[config.mk]
export PLATFORM = sky130hd
export DESIGN_NAME = lane_sprite_mixer
export DESIGN_NICKNAME = d
export VERILOG_FILES = /design/src/rtl/lane_sprite_mixer.sv
export SDC_FILE = /design/constraint.sdc
export NUM_CORES = 1
export LEC_CHECK = 0
export ABC_AREA = 1
export CORE_MARGIN = 2
export CORE_UTILIZATION = 52
export DETAILED_ROUTE_END_ITERATION = 7
export MAX_ROUTING_LAYER = met4
export PLACE_DENSITY = 0.86
export SLEW_MARGIN = 30
export SYNTH_ARGS = -nofsm -noshare
export SYNTH_HDL_FRONTEND = slang
export SYNTH_SLANG_ARGS = --single-unit
[constraint.sdc]
create_clock -name CLOCK_25 -period 3.4 [get_ports CLOCK_25]
set_clock_uncertainty 0.05 [all_clocks]
set_input_delay 1.02 -clock CLOCK_25 [delete_from_list [all_inputs] [get_ports CLOCK_25]]
set_output_delay 1.02 -clock CLOCK_25 [all_outputs]
set_load 0.02 [all_outputs]
[src/rtl/lane_sprite_mixer.sv]
// Per-pixel compositor: merges NCH lane sprite codes into one RGB pixel for the vga module.
// Two-stage pipeline; configuration is frame-shadowed and latched at each (0,0) request.
module lane_sprite_mixer #(
  parameter int unsigned NCH          = 4,
  parameter int unsigned CDEPTH       = 8,
  parameter int unsigned H_ACTIVE     = 640,
  parameter int unsigned V_ACTIVE     = 480,
  parameter int unsigned BLINK_FRAMES = 15
) (
  input  logic                  CLOCK_25,
  input  logic                  reset,
  input  logic [4*NCH-1:0]      sprite_in,
  input  logic [9:0]            next_x,
  input  logic [9:0]            next_y,
  input  logic [NCH-1:0]        ch_enable,
  input  logic [NCH-1:0]        blink_mask,
  input  logic [1:0]            mode,
  input  logic [3*CDEPTH-1:0]   bg_color,
  output logic [CDEPTH-1:0]     R_in,
  output logic [CDEPTH-1:0]     G_in,
  output logic [CDEPTH-1:0]     B_in,
  output logic                  pix_valid,
  output logic                  frame_start
);

  localparam int unsigned BW = (2 * BLINK_FRAMES > 1) ? $clog2(2 * BLINK_FRAMES) : 1;
  localparam logic [BW-1:0]     BlinkLast = BW'(2 * BLINK_FRAMES - 1);
  localparam logic [BW-1:0]     BlinkHalf = BW'(BLINK_FRAMES);
  localparam logic [9:0]        HAct      = 10'(H_ACTIVE);
  localparam logic [9:0]        VAct      = 10'(V_ACTIVE);
  localparam logic [CDEPTH-1:0] Half      = CDEPTH'(1) << (CDEPTH - 1);
  localparam logic [CDEPTH-1:0] Fs        = '1;

  // Frame shadow registers
  logic [1:0]          mode_q;
  logic [NCH-1:0]      en_q, bmask_q;
  logic [3*CDEPTH-1:0] bg_q;
  logic [BW-1:0]       blink_q, blink_d;

  // Stage 1: per-lane {B,G,R} already masked by visibility
  logic [3*NCH-1:0]    lane_q, lane_d;
  logic                act_q, first_q;
  logic                first, active, blink_off;
  logic [NCH-1:0]      en_eff, bmask_eff;

  // Stage 2 next-state
  logic [CDEPTH-1:0]   col_d [3];

  always_comb begin
    first     = (next_x == 10'd0) && (next_y == 10'd0);
    active    = (next_x < HAct) && (next_y < VAct);
    blink_d   = blink_q;
    if (first) blink_d = (blink_q == BlinkLast) ? '0 : blink_q + BW'(1);
    // Pixel (0,0) already sees the values being latched on this edge
    en_eff    = first ? ch_enable : en_q;
    bmask_eff = first ? blink_mask : bmask_q;
    blink_off = (blink_d >= BlinkHalf);
    lane_d    = '0;
    for (int i = 0; i < int'(NCH); i++) begin
      if (en_eff[i] && !(bmask_eff[i] && blink_off)) begin
        lane_d[3*i +: 3] = {sprite_in[4*i+2],
                            sprite_in[4*i+1] | sprite_in[4*i+3],
                            sprite_in[4*i]   | sprite_in[4*i+3]};
      end
    end
  end

  logic       any_vis;
  logic [2:0] or_bits, pri_bits;
  logic [3:0] cnt [3];

  always_comb begin
    any_vis  = |lane_q;
    or_bits  = '0;
    pri_bits = '0;
    for (int c = 0; c < 3; c++) cnt[c] = '0;
    // Descending scan so the lowest-index visible lane wins
    for (int i = int'(NCH) - 1; i >= 0; i--) begin
      or_bits = or_bits | lane_q[3*i +: 3];
      if (lane_q[3*i +: 3] != 3'b000) pri_bits = lane_q[3*i +: 3];
      for (int c = 0; c < 3; c++) cnt[c] = cnt[c] + 4'(lane_q[3*i+c]);
    end
    for (int c = 0; c < 3; c++) begin
      col_d[c] = '0;
      if (!act_q) begin
        col_d[c] = '0;
      end else if (!any_vis) begin
        col_d[c] = bg_q[(2-c)*CDEPTH +: CDEPTH];
      end else begin
        unique case (mode_q)
          2'b00:   col_d[c] = or_bits[c] ? Fs : '0;
          // Two or more half-scale contributions already exceed full scale
          2'b10:   col_d[c] = (cnt[c] == 4'd0) ? '0 : (cnt[c] == 4'd1) ? Half : Fs;
          default: col_d[c] = pri_bits[c] ? Fs : '0;
        endcase
      end
    end
  end

  always_ff @(posedge CLOCK_25 or negedge reset) begin
    if (!reset) begin
      mode_q      <= 2'b00;
      en_q        <= '0;
      bmask_q     <= '0;
      bg_q        <= '0;
      blink_q     <= '0;
      lane_q      <= '0;
      act_q       <= 1'b0;
      first_q     <= 1'b0;
      R_in        <= '0;
      G_in        <= '0;
      B_in        <= '0;
      pix_valid   <= 1'b0;
      frame_start <= 1'b0;
    end else begin
      if (first) begin
        mode_q  <= mode;
        en_q    <= ch_enable;
        bmask_q <= blink_mask;
        bg_q    <= bg_color;
      end
      blink_q     <= blink_d;
      lane_q      <= lane_d;
      act_q       <= active;
      first_q     <= first;
      R_in        <= col_d[0];
      G_in        <= col_d[1];
      B_in        <= col_d[2];
      pix_valid   <= act_q;
      frame_start <= first_q;
    end
  end

endmodule
==> impl_metrics.env <==
export IMPL_drc=0
export IMPL_grt_pass1_vias=3055
export IMPL_crit_chain="clkdlybuf4s50_1 > nor2_1 > nand2_1 > nor2_4 > nand3_2 > nand2_1 > nand2_1 > nor2_1 > nand2_1 > nand2_2 > nand2_2 > nand2_2 > nor2_1"
export IMPL_synth_edf_count=0
export IMPL_fillers=475
export IMPL_routed_wl_mm=7.83
export IMPL_crit_buf_inv=1
export IMPL_drive_gt1_share_pct=6.36
export IMPL_finalHoldViolCount=0
export IMPL_antenna_found_initial=0
export IMPL_rr_worst_depth=9
export IMPL_syn_nets=497
export IMPL_syn_area_per_cell_um2=8.49
export IMPL_ir_drop_v=0.000269
export IMPL_yosysUniqueCellTypes=30
export IMPL_critPathTopFamily="simple AND/OR/NAND/NOR gates"
export IMPL_rows=29
export IMPL_post_cts_buffers=0
export IMPL_worstPathArrival_ns=2.94
export IMPL_vias=3005
export IMPL_clk_path_buf_depth=2
export IMPL_yosys_warnings=0
export IMPL_grt_overflow=0
export IMPL_yosysSeqAreaShare_pct=56.2
export IMPL_max_stage_delay_ns=0.43
export IMPL_slew_violations=0
export IMPL_dp_hpwl_mm=5.71
export IMPL_seqCellArea_um2=1980
export IMPL_worst_setup_path_start_kind="input port"
export IMPL_dr_pass1_iters=4
export IMPL_max_freq_ghz=0.364
export IMPL_ys_top_cells_by_count="nand2_1 (139), nor2_1 (85), dfrtp_1 (79)"
export IMPL_power_per_cell_area_nw_per_um2=399
export IMPL_max_slew_worst_pin_slew_ns=0.915
export IMPL_endpoint_kind="flop"
export IMPL_path_class="in2reg"
export IMPL_clockRootBuffer="clkbuf_8"
export IMPL_holdPathStages=0
export IMPL_synthToLayoutAreaGrowth_pct=36.2
export IMPL_die_w_um=86.2
export IMPL_synthTopCellsByArea="dfrtp_1 (56%), nand2_1 (15%), nor2_1 (9.1%)"
export IMPL_crit_top_cell="nand2_1"
export IMPL_start_util_pct=54.4
export IMPL_cts_buffers=9
export IMPL_ys_ff_latch=79
export IMPL_slowest_stage="clkdlybuf4s50_1"
export IMPL_tns_ns=0
export IMPL_crit_fanout=16
export IMPL_clk_pin_slew_ns=0.09
export IMPL_final_period_utilization_pct=80.8
export IMPL_post_route_util_pct=74.1
export IMPL_post_drt_wl_per_cell_um=13.1
export IMPL_leakage_nw=2.43
export IMPL_worstSkewPairLatency_ns=0.35
export IMPL_ctsHoldBuffers=0
export IMPL_grt_pass1_wl_mm=13.3
export IMPL_synth_top_area_cell="dfrtp_1"
export IMPL_antenna_cells=0
export IMPL_drt_iter0_markers=115
export IMPL_die_h_um=86.2
export IMPL_setup_violations_final=0
export IMPL_io_buffers=97
export IMPL_synth_top_area_share_pct=56.2
export IMPL_grt_use_total_pct=23.6
export IMPL_cts_max_level=3
export IMPL_coreArea_um2=6460
export IMPL_grt_max_degree=80
export IMPL_cts_tree="done"
export IMPL_synth_area_um2=3520
export IMPL_cts_sinks=79
export IMPL_rsz0062_at_grt="no"
export IMPL_fin_crit_ns=2.75
export IMPL_outcome="complete, no violations"
export IMPL_slew_headroom_pct=39.0
export IMPL_die_area_um2=7430
export IMPL_finalPower_mw=1.91
export IMPL_syn_inst=414
export IMPL_maxCapViolations=0
export IMPL_required_ns=3.60
export IMPL_cp_depth=13
export IMPL_hold_class="reg2reg"
export IMPL_synth_main_ff_cell="dfrtp_1"
export IMPL_yosysMostFrequentCell="nand2_1"
export IMPL_synthArstFlopShare_pct=100
export IMPL_nets=597
export IMPL_ctsResizeCount=0
export IMPL_gp_congestion=0.825
export IMPL_vias_per_cell=5.04
export IMPL_ioPinCount=98
export IMPL_multiInputGateArea_um2=1350
export IMPL_drtAntennaViolNets=0
[per-layer routing]
layer  GRT usage (%)  wire length [um]  share of wire (%)  vias to the layer above
met2            39.0              3890                 50                       97
met1            29.2              3380                 43                     1413
met3            5.14               467                6.0                       13
li1                -                 -                  -                     1482
met4            7.39                93                1.2                        0
met5               -                 0                  0                        -
[power by group]
| part | leakage [nW] | internal (mW) | switching, mW |
|---|---|---|---|
| registers | 1.07 | 0.940 | 0.00163 |
| clock network | 0.119 | 0.494 | 0.354 |
| logic | 1.25 | 0.0773 | 0.0438 |
[cell families after synthesis]
family,Yosys count,share of synthesized area [%]
flops,79,56.2
simple gates,252,28.8
buf+inv,44,5.30
compound gates,28,5.16
fa+ha+maj,11,4.56
[layout by cell type (no fill, tap or decap), drive strengths merged, types with 8 or more instances in the layout]
cell type,n
clkbuf,10
clkdlybuf4s50,96
dfrtp,79
ha,8
inv,34
nand2,148
nand3,10
nor2,86
o21ai,16
[flip-flops by register name, indices dropped and copies added (netlist names)]
register / count
pix_valid: 1
blink_q: 5
frame_start: 1
bmask_q: 4
lane_q: 12
G_in: 8
first_q: 1
en_q: 4
act_q: 1
R_in: 8
B_in: 8
mode_q: 2
bg_q: 24
[worst reg2reg max path, delay by kind of cell, from the launching register on]
family                   cells  cell delay, ns
AO/OA/AOI/OAI                1            0.16
adder cells (fa/ha/maj)      3            0.98
flip-flops                   1            0.45
AND/OR/NAND/NOR              5            0.53
[metrics by stage]
step,cell area (um^2),setup slack (ns),cells,hold WS [ns]
after floorplan,3520,1.14,414,0.281
after global routing,4790,0.456,596,0.328
final,4790,0.653,596,0.313
after CTS,4780,0.664,596,0.320
after global placement,4540,0.434,580,0.281
after detailed placement,4540,0.288,580,0.300
[area by class of cell]
class,instances,share of cell area (%)
Sequential cell,79,41.3
Clock inverter,6,2.46
Multi-Input combinational cell,291,28.3
Timing Repair Buffer,99,20.6
Tap cell,77,2.01
Clock buffer,10,2.67
Inverter,34,2.69
[path summary, 6_finish.rpt]
check / startpoint / endpoint / slack, ns
max in group asynchronous: reset / mode_q[1] / 2.20
worst min-delay path: first_q / frame_start / 0.31
worst max register to register: lane_q[1] / G_in[1] / 1.12
worst max-delay path: next_y[8] / lane_q[11] / 0.65
worst min register to register: first_q / frame_start / 0.31
min in group asynchronous: reset / lane_q[9] / 0.63
Note: power is estimated with default switching activity, not from simulation.
